$ cat config.mk
export PLATFORM = sky130hd
export DESIGN_NAME = axis_mult_spst_pipe
export DESIGN_NICKNAME = d
export VERILOG_FILES = /design/src/rtl/axis_mult_pkg.sv /design/src/rtl/spst_detect.sv /design/src/rtl/axis_mult_spst_pipe.sv
export SDC_FILE = /design/constraint.sdc
export NUM_CORES = 1
export LEC_CHECK = 0
export BUFFER_PORTS_ARGS = -buffer_cell sky130_fd_sc_hd__buf_4
export CORE_MARGIN = 8
export CORE_UTILIZATION = 45
export DETAILED_ROUTE_END_ITERATION = 10
export GPL_TIMING_DRIVEN = 0
export SKIP_LAST_GASP = 1
export SYNTH_ARGS = -nofsm -noshare
export SYNTH_HDL_FRONTEND = slang
export SYNTH_SLANG_ARGS = --single-unit
$ cat constraint.sdc
create_clock -name clk -period 14.5 [get_ports clk]
set_clock_uncertainty 0.2 [all_clocks]
set_input_delay 1.45 -clock clk [delete_from_list [all_inputs] [get_ports clk]]
set_output_delay 1.45 -clock clk [all_outputs]
set_load 0.02 [all_outputs]
$ cat src/rtl/axis_mult_pkg.sv
// Shared types and defaults for the SPST pipelined stream multiplier.
package axis_mult_pkg;

    localparam int W_DEF      = 8;
    localparam int STAGES_DEF = 3;
    localparam int CNT_W_DEF  = 16;
    // Half operand width of the default configuration; the top derives its own from W.
    localparam int HALF       = W_DEF / 2;

    // Bit positions of the SPST flags inside the vector returned by rec_flags().
    localparam int FLAG_SPST_B = 0;
    localparam int FLAG_SPST_A = 1;
    localparam int FLAG_ZERO   = 2;
    localparam int N_FLAGS     = 3;

    // Control record travelling alongside each beat through stages 1 and 2.
    typedef struct packed {
        logic valid;
        logic last;
        logic sign;
        logic zero;
        logic spst_a;
        logic spst_b;
    } stage_rec_t;

    function automatic logic [N_FLAGS-1:0] rec_flags(input stage_rec_t r);
        logic [N_FLAGS-1:0] f;
        f              = '0;
        f[FLAG_SPST_B] = r.spst_b;
        f[FLAG_SPST_A] = r.spst_a;
        f[FLAG_ZERO]   = r.zero;
        return f;
    endfunction

endpackage

$ cat src/rtl/spst_detect.sv
// Classifies an operand magnitude for spurious power suppression:
// whole magnitude zero, and upper half zero.
module spst_detect #(
    parameter int W = 8
) (
    input  logic [W-1:0] mag,
    output logic         is_zero,
    output logic         hi_zero
);

    // Pure combinational classification of the magnitude.
    always_comb begin
        is_zero = (mag == '0);
        hi_zero = (mag[W-1:W/2] == '0);
    end

endmodule

$ cat src/rtl/axis_mult_spst_pipe.sv
// AXI-Stream pipelined W x W multiplier with per-beat signed/unsigned mode,
// global-enable backpressure and SPST gating of partial-product registers.
// Stage 1 registers magnitudes and flags, stage 2 the four half-width partial
// products, stage 3 the signed sum; further stages only retime the output.
module axis_mult_spst_pipe
    import axis_mult_pkg::*;
#(
    parameter int W      = W_DEF,
    parameter int STAGES = STAGES_DEF,
    parameter int CNT_W  = CNT_W_DEF
) (
    input  logic             clk,
    input  logic             rst,
    input  logic [2*W-1:0]   s_axis_tdata,
    input  logic             s_axis_tuser,
    input  logic             s_axis_tlast,
    input  logic             s_axis_tvalid,
    output logic             s_axis_tready,
    output logic [2*W-1:0]   m_axis_tdata,
    output logic             m_axis_tlast,
    output logic             m_axis_tvalid,
    input  logic             m_axis_tready,
    output logic [CNT_W-1:0] spst_cnt
);

    localparam int H = W / 2;
    localparam logic [CNT_W-1:0] CNT_MAX = '1;

    logic           stall;
    logic           out_valid;
    logic           out_last;
    logic [2*W-1:0] out_data;

    assign stall         = out_valid & ~m_axis_tready;
    assign s_axis_tready = ~stall;
    assign m_axis_tvalid = out_valid;
    assign m_axis_tlast  = out_last;
    assign m_axis_tdata  = out_data;

    // ---------------------------------------------------------------- stage 1
    logic [W-1:0] a_in, b_in, a_mag, b_mag;
    logic         a_zero, a_hi_zero, b_zero, b_hi_zero;

    // Split the beat and convert signed operands to magnitudes (-2^(W-1) -> 2^(W-1)).
    always_comb begin
        a_in  = s_axis_tdata[W-1:0];
        b_in  = s_axis_tdata[2*W-1:W];
        a_mag = (s_axis_tuser & a_in[W-1]) ? (~a_in + 1'b1) : a_in;
        b_mag = (s_axis_tuser & b_in[W-1]) ? (~b_in + 1'b1) : b_in;
    end

    spst_detect #(.W(W)) u_det_a (
        .mag     (a_mag),
        .is_zero (a_zero),
        .hi_zero (a_hi_zero)
    );

    spst_detect #(.W(W)) u_det_b (
        .mag     (b_mag),
        .is_zero (b_zero),
        .hi_zero (b_hi_zero)
    );

    logic [W-1:0]     a_mag_q, a_mag_d, b_mag_q, b_mag_d;
    stage_rec_t       rec1_q, rec1_d;
    logic [CNT_W-1:0] cnt_q, cnt_d;

    // Stage-1 capture and the saturating count of beats leaving stage 1 with a flag set.
    always_comb begin
        a_mag_d = a_mag_q;
        b_mag_d = b_mag_q;
        rec1_d  = rec1_q;
        cnt_d   = cnt_q;
        if (!stall) begin
            rec1_d.valid  = s_axis_tvalid;
            rec1_d.last   = s_axis_tlast;
            rec1_d.sign   = s_axis_tuser & (a_in[W-1] ^ b_in[W-1]);
            rec1_d.zero   = a_zero | b_zero;
            rec1_d.spst_a = a_hi_zero;
            rec1_d.spst_b = b_hi_zero;
            if (s_axis_tvalid) begin
                a_mag_d = a_mag;
                b_mag_d = b_mag;
            end
            if (rec1_q.valid && (|rec_flags(rec1_q)) && (cnt_q != CNT_MAX)) begin
                cnt_d = cnt_q + 1'b1;
            end
        end
    end

    // Stage-1 registers.
    always_ff @(posedge clk) begin
        if (rst) begin
            a_mag_q <= '0;
            b_mag_q <= '0;
            rec1_q  <= '0;
            cnt_q   <= '0;
        end else begin
            a_mag_q <= a_mag_d;
            b_mag_q <= b_mag_d;
            rec1_q  <= rec1_d;
            cnt_q   <= cnt_d;
        end
    end

    assign spst_cnt = cnt_q;

    // ------------------------------------------------- partial products (comb)
    logic [W-1:0] ll_c, lh_c, hl_c, hh_c;

    // Half-width products of the stage-1 magnitudes; operands zero-extended to W.
    always_comb begin
        ll_c = {{H{1'b0}}, a_mag_q[H-1:0]} * {{H{1'b0}}, b_mag_q[H-1:0]};
        lh_c = {{H{1'b0}}, a_mag_q[H-1:0]} * {{H{1'b0}}, b_mag_q[W-1:H]};
        hl_c = {{H{1'b0}}, a_mag_q[W-1:H]} * {{H{1'b0}}, b_mag_q[H-1:0]};
        hh_c = {{H{1'b0}}, a_mag_q[W-1:H]} * {{H{1'b0}}, b_mag_q[W-1:H]};
    end

    // What the summing stage consumes: registered products, or direct ones when STAGES==2.
    logic [W-1:0] ll_s, lh_s, hl_s, hh_s;
    stage_rec_t   rec_s;

    generate
        if (STAGES >= 3) begin : g_pp_reg
            logic [W-1:0] ll_q, ll_d, lh_q, lh_d, hl_q, hl_d, hh_q, hh_d;
            stage_rec_t   rec2_q, rec2_d;

            // Stage-2 loads; groups made redundant by a zero upper half are left untouched.
            always_comb begin
                ll_d   = ll_q;
                lh_d   = lh_q;
                hl_d   = hl_q;
                hh_d   = hh_q;
                rec2_d = rec2_q;
                if (!stall) begin
                    rec2_d = rec1_q;
                    if (rec1_q.valid && !rec1_q.zero) begin
                        ll_d = ll_c;
                        if (!rec1_q.spst_b) lh_d = lh_c;
                        if (!rec1_q.spst_a) hl_d = hl_c;
                        if (!rec1_q.spst_a && !rec1_q.spst_b) hh_d = hh_c;
                    end
                end
            end

            // Stage-2 registers.
            always_ff @(posedge clk) begin
                if (rst) begin
                    ll_q   <= '0;
                    lh_q   <= '0;
                    hl_q   <= '0;
                    hh_q   <= '0;
                    rec2_q <= '0;
                end else begin
                    ll_q   <= ll_d;
                    lh_q   <= lh_d;
                    hl_q   <= hl_d;
                    hh_q   <= hh_d;
                    rec2_q <= rec2_d;
                end
            end

            assign ll_s  = ll_q;
            assign lh_s  = lh_q;
            assign hl_s  = hl_q;
            assign hh_s  = hh_q;
            assign rec_s = rec2_q;
        end else begin : g_pp_comb
            assign ll_s  = ll_c;
            assign lh_s  = lh_c;
            assign hl_s  = hl_c;
            assign hh_s  = hh_c;
            assign rec_s = rec1_q;
        end
    endgenerate

    // ------------------------------------------------------------ sum stage
    // Held groups are masked by the carried flags, never trusted by register content.
    function automatic logic [2*W-1:0] spst_sum(
        input logic [W-1:0] ll,
        input logic [W-1:0] lh,
        input logic [W-1:0] hl,
        input logic [W-1:0] hh,
        input stage_rec_t   r
    );
        logic [2*W-1:0] ll_m, mid_m, hh_m, s;
        ll_m  = r.zero ? '0 : {{W{1'b0}}, ll};
        mid_m = '0;
        if (!r.zero && !r.spst_b) mid_m = mid_m + {{W{1'b0}}, lh};
        if (!r.zero && !r.spst_a) mid_m = mid_m + {{W{1'b0}}, hl};
        hh_m  = (r.zero | r.spst_a | r.spst_b) ? '0 : {hh, {W{1'b0}}};
        s     = ll_m + (mid_m << H) + hh_m;
        if (r.zero) begin
            s = '0;
        end else if (r.sign) begin
            s = ~s + 1'b1;
        end
        return s;
    endfunction

    logic [2*W-1:0] res_q, res_d;
    logic           res_valid_q, res_valid_d, res_last_q, res_last_d;

    // Sum/negate stage; data only reloads for a valid beat.
    always_comb begin
        res_d       = res_q;
        res_valid_d = res_valid_q;
        res_last_d  = res_last_q;
        if (!stall) begin
            res_valid_d = rec_s.valid;
            res_last_d  = rec_s.last;
            if (rec_s.valid) begin
                res_d = spst_sum(ll_s, lh_s, hl_s, hh_s, rec_s);
            end
        end
    end

    // Sum-stage registers.
    always_ff @(posedge clk) begin
        if (rst) begin
            res_q       <= '0;
            res_valid_q <= 1'b0;
            res_last_q  <= 1'b0;
        end else begin
            res_q       <= res_d;
            res_valid_q <= res_valid_d;
            res_last_q  <= res_last_d;
        end
    end

    // ------------------------------------------------------ output retiming
    generate
        if (STAGES > 3) begin : g_retime
            localparam int NRT = STAGES - 3;
            logic [2*W-1:0] rt_data_q [NRT];
            logic [2*W-1:0] rt_data_d [NRT];
            logic [2*W-1:0] rt_src    [NRT];
            logic [NRT-1:0] rt_valid_q, rt_valid_d, rt_last_q, rt_last_d;
            logic [NRT-1:0] rt_src_v, rt_src_l;

            // Shift the retiming chain by one slot whenever the pipeline is not stalled.
            always_comb begin
                rt_data_d   = rt_data_q;
                rt_valid_d  = rt_valid_q;
                rt_last_d   = rt_last_q;
                rt_src[0]   = res_q;
                rt_src_v    = '0;
                rt_src_l    = '0;
                rt_src_v[0] = res_valid_q;
                rt_src_l[0] = res_last_q;
                for (int i = 1; i < NRT; i++) begin
                    rt_src[i]   = rt_data_q[i-1];
                    rt_src_v[i] = rt_valid_q[i-1];
                    rt_src_l[i] = rt_last_q[i-1];
                end
                if (!stall) begin
                    rt_valid_d = rt_src_v;
                    rt_last_d  = rt_src_l;
                    for (int i = 0; i < NRT; i++) begin
                        if (rt_src_v[i]) rt_data_d[i] = rt_src[i];
                    end
                end
            end

            // Retiming registers.
            always_ff @(posedge clk) begin
                if (rst) begin
                    for (int i = 0; i < NRT; i++) rt_data_q[i] <= '0;
                    rt_valid_q <= '0;
                    rt_last_q  <= '0;
                end else begin
                    rt_data_q  <= rt_data_d;
                    rt_valid_q <= rt_valid_d;
                    rt_last_q  <= rt_last_d;
                end
            end

            assign out_data  = rt_data_q[NRT-1];
            assign out_valid = rt_valid_q[NRT-1];
            assign out_last  = rt_last_q[NRT-1];
        end else begin : g_no_retime
            assign out_data  = res_q;
            assign out_valid = res_valid_q;
            assign out_last  = res_last_q;
        end
    endgenerate

endmodule

==> results.md <==
Yosys:
- The number of enable flip-flop cells after synthesis is 0.
- A synthesized cell averages 7.90 um^2.
- By area the synthesized netlist is led by sky130_fd_sc_hd__dfxtp_1, sky130_fd_sc_hd__ha_1, sky130_fd_sc_hd__nand2_1, sky130_fd_sc_hd__a21oi_1, sky130_fd_sc_hd__xnor2_1.
- The number of distinct library cells after synthesis is 52.
- The most used flip-flop cell after synthesis is sky130_fd_sc_hd__dfxtp_1.
- The post-synthesis sequential element count is 94.
- The net count of the mapped netlist is 973.
- Of all cell types, the one taking the most synthesized area is sky130_fd_sc_hd__dfxtp_1.
- Of the synthesized area, sequential elements account for 27.6%.
- The instance count of the mapped netlist is 864.
- For this run, asynchronously set or reset flops after synthesis account for 0%.
- The share of the synthesized area in the top cell type is 27.6%.
- The number of warnings reported in the yosys synthesis log is 0.
- The synthesized netlist occupies a cell area of between 6000 and 7000 um^2.

Placed design:
- The post-placement cell area is 7470 um^2.
- During placement, the flow inserted port buffers numbering 54.
- The detailed placement HPWL is 13.3 mm.
- The number of placed cells counting well taps is 1,106.
- At the end of routability-driven placement, the weighted congestion stood at 0.842.

Clock network:
- The maximum number of buffers from clock root to sink is 2.
- The post-cts repair resize count is 0.
- Buffers added to address setup during post-CTS repair amount to 0.
- TritonCTS built the clock tree.
- The number of levels the H-tree was split into is 3.
- The post-CTS clock slew at the launch and capture registers of the worst setup and hold paths is 0.07 ns.
- The cell at the root of the clock tree is sky130_fd_sc_hd__clkbuf_16.
- The hold buffer count at CTS is 0.
- Clock tree synthesis inserted a total of 9 buffers.
- The clock insertion delay at the later pin of the skew report is 0.35 ns.
- The number of clock sinks is 94.

Timing:
- The number of failing hold endpoints at the final stage was 0.
- Static timing analysis puts the maximum clock frequency at ~180 MHz.
- The setup-violating endpoint count in the final report is 0.
- Setup repair after global routing left no endpoint under its margin.
- The transition at the pin with the smallest max-transition slack is 0.759 ns.
- Of the available clock period, the critical path in the final layout requires 37.7%.
- Headroom to the max-slew limit came out at about half.
- The total negative slack is 0 ns.
- The final period demand of the worst path is between 5 and 6 ns.
- The final count of pins violating max slew came to 0.

Layout:
- The most frequent standard cell in the layout excluding fill and tap cells is sky130_fd_sc_hd__nand2_1.
- The final non-filler cell total is 1,122.
- The post-route netlist has under 10% of its cells at a drive strength greater than 1.
- Relative to the synthesized area, the layout overhead comes to 14.0%.
- The number of antenna cells inserted is 0.
- After filler insertion, the fill cell instance count of the layout stands at between 1,500 and 2,000.
- The final net count is 1,038.
- The post-route cell area is just under 8000 um^2.
- In the layout the commonest cells are sky130_fd_sc_hd__nand2_1, sky130_fd_sc_hd__dfxtp_1, sky130_fd_sc_hd__a21oi_1, sky130_fd_sc_hd__nor2_1, sky130_fd_sc_hd__ha_1.

GRT:
- The first-pass GRT wire length is 28.3 mm.
- The global routing usage summed across all routing layers is 17.8%.
- The via count of the first global-routing pass was 5,895.
- The pin count of the biggest net entering global routing is 18.
- Summed over all layers, the global routing overflow is 0.
- The number of antenna violations at the first check in global routing was 0.

Detailed routing:
- The post-route antenna net violation count is 0.
- The routed length per placed instance is 14.9 um.
- The first TritonRoute pass finished after 4 iterations.
- After the first detailed-routing iteration, the DRC count stood at 254.
- Using the TritonRoute via totals, the vias-per-cell ratio works out to 5.27.
- The aggregate routed wire length is 16.7 mm.
- The via count is between 5,000 and 6,000.
- The post-route DRC violation count is 0.

Worst hold path:
- The classification of the worst-slack hold path is reg -> reg.

Pwr:
- Summed over all cells, the static leakage comes to approximately 3.5 nW.
- The total power divided by cell area is 79.1 nW/um^2.
- IR analysis of the VDD net gives a maximum drop of between 0.06 and 0.07 mV.

Critical path:
- The startpoint kind of the worst setup timing path is a flip-flop.
- The required time at the worst-slack endpoint is 14.55 ns.
- The critical-path maximum fanout is 10.
- At the worst endpoint, the arrival time is 5.51 ns.
- The worst setup path is captured at a flip-flop.
- The startpoint-to-endpoint class of the critical path is reg -> reg.

Run:
- Across the run, the number of max-cap violations was 0.

Die:
- After floorplanning, the core was sized to cover 15,000 um^2.
- The floorplan has 45 rows.
- In this run the count of I/O pins placed on the die edge is 57.
- Once the floorplan was initialized, standard cells occupied 45.4% of the core.
- The die is around 140 um wide.
- The die span in y is ~140 um.
- The die covers 19,400 um^2.

Status:
- The flow ran to the end, and the final reports show no timing, DRC or antenna violations.
==> per-layer routing <==
layer / part of all wire [%] / up-vias / global-route usage, %
li1: - / 3092 / -
met3: 2.5 / 16 / 3.37
met5: 0 / - / 0
met2: 47 / 69 / 30.4
met4: 1.7 / 0 / 5.08
met1: 49 / 2741 / 22.3
==> state kept, by name, indices dropped and copies added, names as in the netlist <==
register	count
g_pp_reg.hl_q	8
spst_cnt	16
m_axis_tlast	1
a_mag_q	8
m_axis_tdata	16
b_mag_q	8
g_pp_reg.ll_q	8
g_pp_reg.rec2_q	6
m_axis_tvalid	1
rec1_q	6
g_pp_reg.hh_q	8
g_pp_reg.lh_q	8
==> cell usage after synthesis, types with 2 or more instances <==
library cell,n
sky130_fd_sc_hd__and2_1,51
sky130_fd_sc_hd__clkbuf_1,34
sky130_fd_sc_hd__and4_1,3
sky130_fd_sc_hd__o31ai_1,4
sky130_fd_sc_hd__a21oi_1,80
sky130_fd_sc_hd__nand2b_1,6
sky130_fd_sc_hd__or2_2,3
sky130_fd_sc_hd__a311oi_1,5
sky130_fd_sc_hd__ha_1,69
sky130_fd_sc_hd__o211ai_1,5
sky130_fd_sc_hd__fa_1,18
sky130_fd_sc_hd__nand2_1,128
sky130_fd_sc_hd__a22o_1,7
sky130_fd_sc_hd__mux2i_1,3
sky130_fd_sc_hd__o21bai_1,4
sky130_fd_sc_hd__a211oi_1,13
sky130_fd_sc_hd__a31oi_1,4
sky130_fd_sc_hd__nor4_1,3
sky130_fd_sc_hd__nand3_1,16
sky130_fd_sc_hd__and3_1,10
sky130_fd_sc_hd__xor2_1,22
sky130_fd_sc_hd__nor3_1,13
sky130_fd_sc_hd__o21ai_0,41
sky130_fd_sc_hd__or3_1,7
sky130_fd_sc_hd__inv_1,44
sky130_fd_sc_hd__a311o_1,2
sky130_fd_sc_hd__nor2b_1,11
sky130_fd_sc_hd__a21o_1,12
sky130_fd_sc_hd__nor2_1,79
sky130_fd_sc_hd__dfxtp_1,94
sky130_fd_sc_hd__nand4_1,3
sky130_fd_sc_hd__xnor2_1,43
sky130_fd_sc_hd__a22oi_1,8
==> logic make-up (layout without fill, tap and decap cells) <==
logic type | count (synthesis) | count (layout) | share of synthesized area, %
buffers and inverters | 79 | 149 | 4.34
adder cells (fa/ha/maj) | 87 | 87 | 17.9
multiplexers | 3 | 3 | 0.440
XOR/XNOR | 66 | 66 | 8.57
AO/OA/AOI/OAI | 197 | 197 | 18.0
AND/OR/NAND/NOR | 338 | 338 | 23.1
flip-flops | 94 | 94 | 27.6
==> layout make-up <==
class	instances	area (um^2)	area share (%)
sequential	94	1880	24.2
tap	188	235	3.02
inverter	45	169	2.17
multi-input combinational	691	4650	59.8
timing repair buffer	54	405	5.21
clock inverter	6	73.8	0.949
buffer	34	128	1.64
clock buffer	10	239	3.07
==> where the power goes <==
group | total, mW | internal [mW] | switching (mW)
Combinational | 0.0902 | 0.0351 | 0.0551
Sequential | 0.276 | 0.265 | 0.0102
Clock | 0.250 | 0.141 | 0.109
Total | 0.616 | 0.441 | 0.174
==> final timing paths <==
path | from | end | slack (ns) | depth (start not counted)
setup / recovery | g_pp_reg.rec2_q[2]$_SDFFE_PP0N_ | m_axis_tdata[15]$_SDFFE_PP0P_ | 9.04 | 22
hold / removal | g_pp_reg.ll_q[5]$_SDFFE_PP0P_ | g_pp_reg.ll_q[5]$_SDFFE_PP0P_ | 0.26 | 2
setup reg to reg | g_pp_reg.rec2_q[2]$_SDFFE_PP0N_ | m_axis_tdata[15]$_SDFFE_PP0P_ | 9.04 | 22
hold reg to reg | g_pp_reg.ll_q[5]$_SDFFE_PP0P_ | g_pp_reg.ll_q[5]$_SDFFE_PP0P_ | 0.26 | 2
==> critical path: stages (launching register included) <==
cell and delay [ns]:
sky130_fd_sc_hd__dfxtp_1 0.35, sky130_fd_sc_hd__clkbuf_1 0.37, sky130_fd_sc_hd__nor2_1 0.22, sky130_fd_sc_hd__and2_1 0.24, sky130_fd_sc_hd__ha_1 0.27, sky130_fd_sc_hd__a21o_1 0.17
sky130_fd_sc_hd__a21oi_1 0.20, sky130_fd_sc_hd__o21ai_0 0.23, sky130_fd_sc_hd__o211ai_1 0.23, sky130_fd_sc_hd__nand2_1 0.08, sky130_fd_sc_hd__xnor2_1 0.14, sky130_fd_sc_hd__or3_1 0.35
sky130_fd_sc_hd__a21oi_1 0.21, sky130_fd_sc_hd__ha_1 0.26, sky130_fd_sc_hd__clkbuf_1 0.19, sky130_fd_sc_hd__xor2_1 0.18, sky130_fd_sc_hd__nor4_1 0.21, sky130_fd_sc_hd__o311a_1 0.25
sky130_fd_sc_hd__a311o_2 0.14, sky130_fd_sc_hd__nand3_2 0.12, sky130_fd_sc_hd__o41ai_1 0.44, sky130_fd_sc_hd__xor2_1 0.11, sky130_fd_sc_hd__a22o_1 0.19
==> metrics by stage <==
step	total power, mW	setup slack (ns)	util (%)	hold slack [ns]
global route	0.646	8.67	51.8	0.274
detailed placement	0.372	9.01	49.7	0.245
finish	0.616	9.04	51.8	0.255
floorplan	0.342	9.78	-	0.227
global placement	0.371	9.07	49.7	0.237
CTS	0.622	9.00	51.8	0.254
(Power assumes the default switching activity.)
